[src/rtl/vr_router_pkg.sv]
// Shared router types: port index, one-hot port vector and per-output lock state.
package vr_router_pkg;

  localparam int unsigned NUM_PORTS = 4;
  localparam int unsigned PORT_W    = $clog2(NUM_PORTS);

  typedef logic [PORT_W-1:0]    port_idx_t;
  typedef logic [NUM_PORTS-1:0] port_vec_t;

  typedef enum logic {
    SA_IDLE,
    SA_LOCKED
  } lock_state_t;

  function automatic port_idx_t next_idx(port_idx_t i);
    return (i == port_idx_t'(NUM_PORTS - 1)) ? '0 : i + port_idx_t'(1);
  endfunction

endpackage

[src/rtl/switch_allocator_if.sv]
// Request/grant and crossbar-control bundle between input buffers and the switch allocator.
interface switch_allocator_if;
  import vr_router_pkg::*;

  port_vec_t                 req;
  port_vec_t [NUM_PORTS-1:0] req_port;
  port_vec_t                 req_tail;
  port_vec_t                 out_credit;
  port_vec_t                 grant;
  port_vec_t [NUM_PORTS-1:0] xbar_mapping;
  port_vec_t                 xbar_valid;

  modport master (
    output req, req_port, req_tail, out_credit,
    input  grant, xbar_mapping, xbar_valid
  );

  modport slave (
    input  req, req_port, req_tail, out_credit,
    output grant, xbar_mapping, xbar_valid
  );
endinterface

[src/rtl/rr_arbiter.sv]
// Round-robin arbiter: grants the first requester at or after ptr, wrapping upward.
module rr_arbiter #(
  parameter int unsigned NUM_REQ = 4,
  localparam int unsigned IDX_W  = (NUM_REQ > 1) ? $clog2(NUM_REQ) : 1
) (
  input  logic [NUM_REQ-1:0] req,
  input  logic [IDX_W-1:0]   ptr,
  input  logic               enable,
  output logic [NUM_REQ-1:0] grant,
  output logic [IDX_W-1:0]   winner
);

  int unsigned idx;
  logic        found;

  always_comb begin
    grant  = '0;
    winner = '0;
    found  = 1'b0;
    idx    = 0;
    for (int unsigned k = 0; k < NUM_REQ; k++) begin
      idx = (32'(ptr) + k) % NUM_REQ;
      if (enable && !found && req[IDX_W'(idx)]) begin
        grant[IDX_W'(idx)] = 1'b1;
        winner             = IDX_W'(idx);
        found              = 1'b1;
      end
    end
  end

endmodule

[src/rtl/switch_allocator.sv]
// Separable round-robin switch allocator; packet locking compiled in with SA_PACKET_LOCK_EN.
module switch_allocator
  import vr_router_pkg::*;
(
  input logic               clk,
  input logic               reset,
  switch_allocator_if.slave bus
);

  port_vec_t [NUM_PORTS-1:0] eff;         // per input: lowest requested output, gated by req
  port_vec_t [NUM_PORTS-1:0] req_by_out;  // per output: which inputs want it
  port_vec_t [NUM_PORTS-1:0] arb_gnt;
  port_vec_t [NUM_PORTS-1:0] out_gnt;
  port_idx_t [NUM_PORTS-1:0] arb_win;
  port_idx_t [NUM_PORTS-1:0] win;
  port_idx_t [NUM_PORTS-1:0] ptr_q, ptr_d;
  port_vec_t [NUM_PORTS-1:0] map_q;
  port_vec_t                 valid_q;
  port_vec_t                 arb_en;
  port_vec_t                 gnt_any;
  port_vec_t                 grant;

`ifdef SA_PACKET_LOCK_EN
  lock_state_t               state_q [NUM_PORTS];
  lock_state_t               state_d [NUM_PORTS];
  port_idx_t [NUM_PORTS-1:0] owner_q, owner_d;
`else
  logic unused_tail;
  assign unused_tail = ^bus.req_tail;
`endif

  always_comb begin
    eff        = '0;
    req_by_out = '0;
    for (int i = 0; i < NUM_PORTS; i++) begin
      if (bus.req[i]) eff[i] = bus.req_port[i] & (~bus.req_port[i] + port_vec_t'(1));
    end
    for (int o = 0; o < NUM_PORTS; o++) begin
      for (int i = 0; i < NUM_PORTS; i++) req_by_out[o][i] = eff[i][o];
    end
  end

  always_comb begin
    arb_en = bus.out_credit & {NUM_PORTS{~reset}};
`ifdef SA_PACKET_LOCK_EN
    for (int o = 0; o < NUM_PORTS; o++) begin
      if (state_q[o] == SA_LOCKED) arb_en[o] = 1'b0;
    end
`endif
  end

  for (genvar o = 0; o < NUM_PORTS; o++) begin : g_arb
    rr_arbiter #(
      .NUM_REQ(NUM_PORTS)
    ) u_arb (
      .req   (req_by_out[o]),
      .ptr   (ptr_q[o]),
      .enable(arb_en[o]),
      .grant (arb_gnt[o]),
      .winner(arb_win[o])
    );
  end

  always_comb begin
    out_gnt = arb_gnt;
    win     = arb_win;
`ifdef SA_PACKET_LOCK_EN
    for (int o = 0; o < NUM_PORTS; o++) begin
      if (state_q[o] == SA_LOCKED) begin
        out_gnt[o] = '0;
        win[o]     = owner_q[o];
        if (bus.out_credit[o] && !reset && req_by_out[o][owner_q[o]]) begin
          out_gnt[o][owner_q[o]] = 1'b1;
        end
      end
    end
`endif
    grant = '0;
    for (int o = 0; o < NUM_PORTS; o++) begin
      gnt_any[o] = |out_gnt[o];
      grant      = grant | out_gnt[o];
    end
  end

  always_comb begin
    ptr_d = ptr_q;
`ifdef SA_PACKET_LOCK_EN
    state_d = state_q;
    owner_d = owner_q;
`endif
    for (int o = 0; o < NUM_PORTS; o++) begin
      if (gnt_any[o]) begin
`ifdef SA_PACKET_LOCK_EN
        // A tail releases the output whether it was locked or a single-flit packet.
        if (bus.req_tail[win[o]]) begin
          state_d[o] = SA_IDLE;
          ptr_d[o]   = next_idx(win[o]);
        end else begin
          state_d[o] = SA_LOCKED;
          owner_d[o] = win[o];
        end
`else
        ptr_d[o] = next_idx(win[o]);
`endif
      end
    end
  end

  always_ff @(posedge clk or posedge reset) begin
    if (reset) begin
      ptr_q   <= '0;
      map_q   <= '0;
      valid_q <= '0;
`ifdef SA_PACKET_LOCK_EN
      for (int o = 0; o < NUM_PORTS; o++) state_q[o] <= SA_IDLE;
      owner_q <= '0;
`endif
    end else begin
      ptr_q   <= ptr_d;
      valid_q <= grant;
      for (int i = 0; i < NUM_PORTS; i++) map_q[i] <= grant[i] ? eff[i] : '0;
`ifdef SA_PACKET_LOCK_EN
      state_q <= state_d;
      owner_q <= owner_d;
`endif
    end
  end

  assign bus.grant        = grant;
  assign bus.xbar_mapping = map_q;
  assign bus.xbar_valid   = valid_q;

endmodule
[src/flat_wrapper.sv]
// flat-port wrapper written by rule: the top's interface ports become plain ports
module switch_allocator_flat import vr_router_pkg::*;
  (clk, reset, bus_req, bus_req_port, bus_req_tail, bus_out_credit, bus_grant, bus_xbar_mapping, bus_xbar_valid);
  switch_allocator_if bus_i ();
  input logic clk;
  input logic reset;
  input wire logic [$bits(bus_i.req)-1:0] bus_req;
  input wire logic [$bits(bus_i.req_port)-1:0] bus_req_port;
  input wire logic [$bits(bus_i.req_tail)-1:0] bus_req_tail;
  input wire logic [$bits(bus_i.out_credit)-1:0] bus_out_credit;
  output wire logic [$bits(bus_i.grant)-1:0] bus_grant;
  output wire logic [$bits(bus_i.xbar_mapping)-1:0] bus_xbar_mapping;
  output wire logic [$bits(bus_i.xbar_valid)-1:0] bus_xbar_valid;
  assign bus_i.req = bus_req;
  assign bus_i.req_port = bus_req_port;
  assign bus_i.req_tail = bus_req_tail;
  assign bus_i.out_credit = bus_out_credit;
  assign bus_grant = bus_i.grant;
  assign bus_xbar_mapping = bus_i.xbar_mapping;
  assign bus_xbar_valid = bus_i.xbar_valid;
  switch_allocator u_core (.clk(clk), .reset(reset), .bus(bus_i));
endmodule
[config.mk]
export PLATFORM = sky130hd
export DESIGN_NAME = switch_allocator_flat
export DESIGN_NICKNAME = d
export VERILOG_FILES = /design/src/rtl/vr_router_pkg.sv /design/src/rtl/switch_allocator_if.sv /design/src/rtl/rr_arbiter.sv /design/src/rtl/switch_allocator.sv /design/src/flat_wrapper.sv
export SDC_FILE = /design/constraint.sdc
export NUM_CORES = 1
export LEC_CHECK = 0
export ABC_AREA = 1
export BUFFER_PORTS_ARGS = -buffer_cell sky130_fd_sc_hd__buf_2
export CORE_ASPECT_RATIO = 0.9
export CORE_MARGIN = 3
export CORE_UTILIZATION = 44
export DETAILED_ROUTE_END_ITERATION = 16
export HOLD_SLACK_MARGIN = 0.03
export PLACE_DENSITY = 0.65
export SYNTH_ARGS = -nofsm -noshare
export SYNTH_HDL_FRONTEND = slang
export SYNTH_SLANG_ARGS = --single-unit
[constraint.sdc]
create_clock -name clk -period 3 [get_ports clk]
set_clock_uncertainty 0.05 [all_clocks]
set_input_delay 0.15 -clock clk [delete_from_list [all_inputs] [get_ports clk]]
set_output_delay 0.15 -clock clk [all_outputs]
set_load 0.02 [all_outputs]
# Yosys cells after proc, flatten, opt, wreduce, memory -nomap -nowiden
# Index checks and enable logic that the tools add are counted.
# Widths: inputs -> output; s select.
# classes
bitwise,25
n_eq_ne,4
n_addsub,20
order_cmp,32
n_mux,120
n_reduce_logical,60
# op_table
operator,count
$mux 4,24
$or 4x4->4,15
$lt 2x3->1 const B,16
$logic_and 1x1->1,44
$mux 1,44
$mux 2,20
$bmux 1 s2,16
$demux 1 s2,16
$ge 2x1->1 const B,16
$and 4x4->4,5
$add 2x1->2 const B,8
$add 2x2->2 const B,8
$add 4x1->4 const B,4
$not 4->4,4
$reduce_or 4->1,4
$logic_not 1->1,12
$eq 2x2->1 const B,4
$not 1->1,1
# word_totals
register_bits,28
elab_cells,270
output_inout_bits,24
input_bits,30

# Logic depth before layout (Yosys ltp)
# depth
depth_word,24
ltp_mapped,17
ltp_nobuf,16

# Hierarchy
# From an unflattened synthesis, not the netlist that was laid out.
# unflattened
hier_cells,510
hier_area_um2,3365.7
# modules_own_cells
module,area_per_inst_um2,instances,cells_each,seq_area_each_um2
switch_allocator,1368.8,1,184,700.7
rr_arbiter (u_core.g_arb[1].u_arb ...),505.5,2,82,0.0
rr_arbiter (u_core.g_arb[0].u_arb ...),493.0,2,81,0.0

# Worst setup path after synthesis
# Ideal clock, no wire load.
# synth_timing
path_kind,reg2reg
start,register u_core.ptr_q[0] (netlist name)
end,register u_core.valid_q[1] (netlist: u_core.bus.xbar_valid[1])
setup_ns,0.155
path_slack_ns,0.790
stages_incl_launch_ff,14
arrival_ns,2.005
period_less_slack_ns,2.210
required_ns,2.795
path_buffers,0
path_cell_list,dfrtp_1 inv_2 ha_1 inv_1 o211ai_1 nand2_1 nand3_4 nor2_4 nand2_1 nand2_1 nor2_1 nand3_1 nor2_2 inv_1
# synth_between
elab_chain_cells,19
word_cells_on_any_way,54
classes_between,add/sub (3); order compare (8); mux (23); bitwise (6); reduce/logical (14)
# synth_rtl
element,line,source
from (decl),switch_allocator.sv:16,"port_idx_t [NUM_PORTS-1:0] ptr_q, ptr_d;"
from (signal assigned),switch_allocator.sv:119,ptr_q <= ptr_d;
branches (longest 15 deep; another with $lt 2x3->1),n/a,
$mux 4 (*),rr_arbiter.sv:23,if (enable && !found && req[IDX_W'(idx)]) begin
$or 4x4->4 (*) (3 in series),switch_allocator.sv:81,grant = grant | out_gnt[o];
named net bus_grant[1],flat_wrapper.sv:11,output wire logic [$bits(bus_i.grant)-1:0] bus_grant;
to (signal assigned),switch_allocator.sv:120,valid_q <= grant;
to (decl),switch_allocator.sv:18,port_vec_t valid_q;
# Mark *: on every way through the listed nets, which the timed path passes. The select of a mux whose other input is x is not followed.
# A chain may end at the register's enable or synchronous reset.

# Final worst setup path
# layout_timing
start,register u_core.ptr_q[5] (netlist name)
end,output bus_grant[3]
# layout_between
elab_chain_cells,18
word_cells_on_any_way,53
classes_between,add/sub (3); order compare (8); mux (23); bitwise (5); reduce/logical (14)
# layout_rtl
element,line
branches (longest 15 deep; another with $lt 2x3->1),n/a
$mux 4 (*),rr_arbiter.sv:23
$or 4x4->4 (*) (2 in series),switch_allocator.sv:81
to (decl),flat_wrapper.sv:11
# Mark *: on every way between the ends. The select of a mux whose other input is x is not followed.

==> key figures <==
Power and ir drop
  – PnR Total Power: 2.89 mW
  – Sequential Power Share: 0.184
  – Part of the power in combinational logic: 0.728
  – Switching power total: between 1.5 and 2 mW
  – Cell internal power dissipation: between 1 and 1.5 mW
  – Peak supply drop: ~0.39 mV
  – Fraction of power spent switching nets: 0.550
  – Leakage Power: a little over 2 nW
  – Clock power frac: 0.088
  – Power density relative to cell area: a little over 800 mW/mm2

Final layout
  – Diode insertion count for antenna repair: 0
  – Post-route cell area: approximately 0.0035 mm2
  – Synth-to-Final Area Change: 17.8%
  – Non-Filler Instances: between 600 and 700
  – Fraction of layout instances using a drive strength above 1: 0.217
  – Final design utilization: 0.551
  – Count of filler cells inserted in the layout: between 600 and 700
  – Final #Nets: approximately 600

Routing
  – Number of DRC markers in iteration 0: ~190
  – DRT antenna net count: 0
  – Routed WL per cell: between 10 and 15 um
  – Drt via density: 5.25
  – Total Routed Length: 8440 um
  – DRC viols: 0
  – Vias after detailed routing: about 3300
  – Detailed-routing iteration count for the pre-antenna-repair pass: 5

Setup path
  – Arrival time reported for the critical path endpoint: roughly 2.6 ns
  – Nature of the critical path startpoint: flip-flop
  – Slowest cell delay on critical path: roughly 0.46 ns
  – Cell type of the slowest stage on the worst timing path: sky130_fd_sc_hd__dfrtp_2
  – Critical Path Sink Type: output port
  – Chain of cells forming the critical path: inv_1 -> ha_1 -> inv_1 -> nand3_1 -> nand2_1 -> inv_2 -> nor2_1 -> buf_4 -> nand3_1 -> nand2_1 -> nor2_1 -> nand3_1 -> nor2_4 -> inv_1 -> buf_2
  – Internal reg-to-reg setup slack: approximately 0.5 ns
  – Launch instance of the worst register-to-register path: u_core.ptr_q[2]
  – Category of the critical setup timing path: reg2out
  – Cell depth of the worst flop-to-flop path: 15
  – Worst path required time: about 2.8 ns
  – Reg2reg end: u_core.bus.xbar_mapping[9]
  – Worst-path maximum fanout: 12

Synthesis
  – Synthesis-stage register bit count: 28
  – Synth Warn #: 0
  – Cell type with the largest total area after synthesis: sky130_fd_sc_hd__dfrtp_1
  – Number of enable flip-flop cells after synthesis: 0
  – Post-synth ARST share: 1.00
  – Share of the synthesized area in the top cell type: 0.237
  – Most frequently used cell type in the post-synthesis netlist: sky130_fd_sc_hd__nand2_1
  – Number of nets in the synthesized netlist: 530
  – Mean instance size in the synthesized netlist: between 6 and 7 um2
  – Distinct cell type count after synthesis: 28
  – Most used DFF post-synth: sky130_fd_sc_hd__dfrtp_1
  – Cell types with the largest area share after synthesis: sky130_fd_sc_hd__dfrtp_1 24%, sky130_fd_sc_hd__nand2_1 21%, sky130_fd_sc_hd__nand3_1 14%, sky130_fd_sc_hd__ha_1 7.6%, sky130_fd_sc_hd__nor2_1 7.4%
  – Cell count after synthesis: ~480
  – Most instantiated cells after synthesis: 164 x sky130_fd_sc_hd__nand2_1, 84 x sky130_fd_sc_hd__nand3_1, 58 x sky130_fd_sc_hd__nor2_1
  – Sequential cell area fraction in the yosys report: 0.237
  – Netlist area before placement: between 0.002 and 0.003 mm2

Placed design
  – Placed instance area: roughly 0.0034 mm2
  – Count of input and output buffers: 49
  – RD Place Congestion: 0.898
  – HPWL reported at the end of detailed placement: roughly 6700 um
  – Setup slack after placement: roughly 0.44 ns
  – Cell count after placement: about 630

Hold path
  – Number of instances on the worst hold path: 3
  – Hold Path Origin: bus_req_port[10]
  – Kind of path behind the tightest hold check: in2reg
  – Hold worst-path end: u_core.bus.xbar_mapping[10]

Run status
  – Status: finished, final reports clean

Clocking
  – Deepest clock path buffer count: 2
  – Sink Count: 28
  – Num CTS Buffers: 3
  – Clock slew at the register clock pins of the worst setup and hold paths: ~0.11 ns
  – Clock network latency to the later pin of the worst-skew pair: ~0.29 ns
  – Number of H-tree branching levels: 1
  – Cell at the root of the clock tree: sky130_fd_sc_hd__clkbuf_8
  – TritonCTS clock tree: built

Global route
  – First-pass GRT wire length: about 14000 um
  – Global-route usage over all layers: 0.218
  – GR Overflow Total: 0
  – Initial antenna violation count: 0
  – Via count of the first global-routing pass: 2995
  – Maximum number of pins on one net before global-route repair: 16

Floorplanning
  – Area enclosed by the die boundary: slightly below 0.008 mm2
  – Number of top-level pins: 54
  – Vert. Die Dim: ~84 um
  – Width of the die: 92.4 um
  – Initial core utilization: 0.467
  – Core area: 0.00632 mm2
  – Std cell rows: 27

STA
  – Clock period minus worst slack: about 2.8 ns
  – Max Freq: roughly 360 MHz
  – Final hold viol count: 0
  – Worst-Margin Slew: 0.573 ns
  – Setup tns final: 0 ns
  – Count of pins over their slew limit: 0
  – RSZ-0062 raised after global routing: no
  – Worst hold slack after final layout: ~0.067 ns
  – Final Setup Violations: 0
  – Worst relative slew slack: 0.618
  – Post-route fraction of the period consumed by the critical path: 0.934
  – Final Worst Setup Slack: around 0.20 ns

Flow run
  – Max cap viols: 0
==> cell families (layout without fill, tap and decap cells) <==
group,count (synthesis),after routing,synth area share
AO/OA/AOI/OAI,24,24,0.0530
adder cells (fa/ha/maj),18,18,0.0763
buffers and inverters,55,121,0.0746
flip-flops,28,28,0.237
AND/OR/NAND/NOR,357,357,0.559
==> cell type report <==
class / instances / area (um2) / area share
well taps: 87 / 109 / 0.0313
repair buffers: 66 / 375 / 0.108
clock buffers: 4 / 55.1 / 0.0158
inverters: 51 / 191 / 0.0550
multi-input cells: 399 / 2040 / 0.588
flip-flops and latches: 28 / 704 / 0.202
==> worst max-delay path: cells and delay by family (launching register included) <==
kind          cells  cell delay, ns
flops             1            0.46
simple gates      8            0.87
fa+ha+maj         1            0.35
buf+inv           6            0.64
==> cell usage in the layout (no fill, tap or decap) <==
cell and instances:
sky130_fd_sc_hd__nand2_1 163, sky130_fd_sc_hd__nand3_1 84, sky130_fd_sc_hd__nor2_1 58, sky130_fd_sc_hd__buf_2 49, sky130_fd_sc_hd__inv_1 39, sky130_fd_sc_hd__dfrtp_1 25, sky130_fd_sc_hd__nand4_1 20, sky130_fd_sc_hd__ha_1 18
sky130_fd_sc_hd__buf_4 16, sky130_fd_sc_hd__inv_2 11, sky130_fd_sc_hd__o21ai_0 8, sky130_fd_sc_hd__nor2_2 7, sky130_fd_sc_hd__nand2_2 6, sky130_fd_sc_hd__nor2_4 6, sky130_fd_sc_hd__nand3_2 6, sky130_fd_sc_hd__o211ai_1 4
sky130_fd_sc_hd__a21oi_1 4, sky130_fd_sc_hd__clkbuf_8 4, sky130_fd_sc_hd__o21ai_2 3, sky130_fd_sc_hd__dfrtp_2 3, sky130_fd_sc_hd__and2_4 2, sky130_fd_sc_hd__nand3b_1 2, sky130_fd_sc_hd__a21oi_2 2, sky130_fd_sc_hd__o21ai_1 2
sky130_fd_sc_hd__nand3_4 1, sky130_fd_sc_hd__nor3_4 1, sky130_fd_sc_hd__o211ai_2 1, sky130_fd_sc_hd__nand4_2 1, sky130_fd_sc_hd__clkinv_1 1, sky130_fd_sc_hd__dlygate4sd3_1 1
==> power by group through the flow <==
stage | Sequential (mW) | Clock (mW) | Combinational (mW)
3_5_place_dp | 0.538 | 0 | 1.99
3_3_place_gp | 0.536 | 0 | 1.96
5_1_grt | 0.542 | 0.278 | 2.37
2_1_floorplan | 0.593 | 0 | 1.44
4_1_cts | 0.531 | 0.264 | 2.00
6_report | 0.533 | 0.256 | 2.11
==> state kept, by name (all words and copies together), names as in the netlist <==
signal,flops
u_core.bus.xbar_mapping,16
u_core.ptr_q,8
u_core.bus.xbar_valid,4
==> what timing repair did <==
| item | in CTS | in global routing |
|---|---|---|
| endpoints found under the setup margin | 0 | 4 |
| resized for setup | 0 | 6 |
| endpoints found under the hold margin | 7 | 0 |
| hold buffers | 1 | 0 |
| setup buffers | 0 | 5 |
==> routing by layer <==
metal  track usage  wire length [um]  vias up  part of all wire
met5             0                 0        -                 0
met4        0.0351                72        0            0.0085
met3        0.0451               542        6             0.064
met2         0.343              3800      110              0.45
met1         0.312              4030     1508              0.48
li1              -                 -     1708                 -
==> how the worst max path moves through the flow <==
| stage | from | endpoint | slack, ns |
|---|---|---|---|
| final | u_core.ptr_q[5] | bus_grant[3] | 0.20 |
| after CTS | u_core.ptr_q[5] | bus_grant[3] | 0.09 |
| after detailed placement | u_core.ptr_q[5] | bus_grant[3] | 0.44 |
| after floorplan | u_core.ptr_q[0] | u_core.bus.xbar_valid[1] | 0.79 |
| after global routing | u_core.ptr_q[3] | bus_grant[3] | 0.0005 |
| after global placement | u_core.ptr_q[2] | bus_grant[3] | 0.48 |
(Power assumes the default switching activity.)
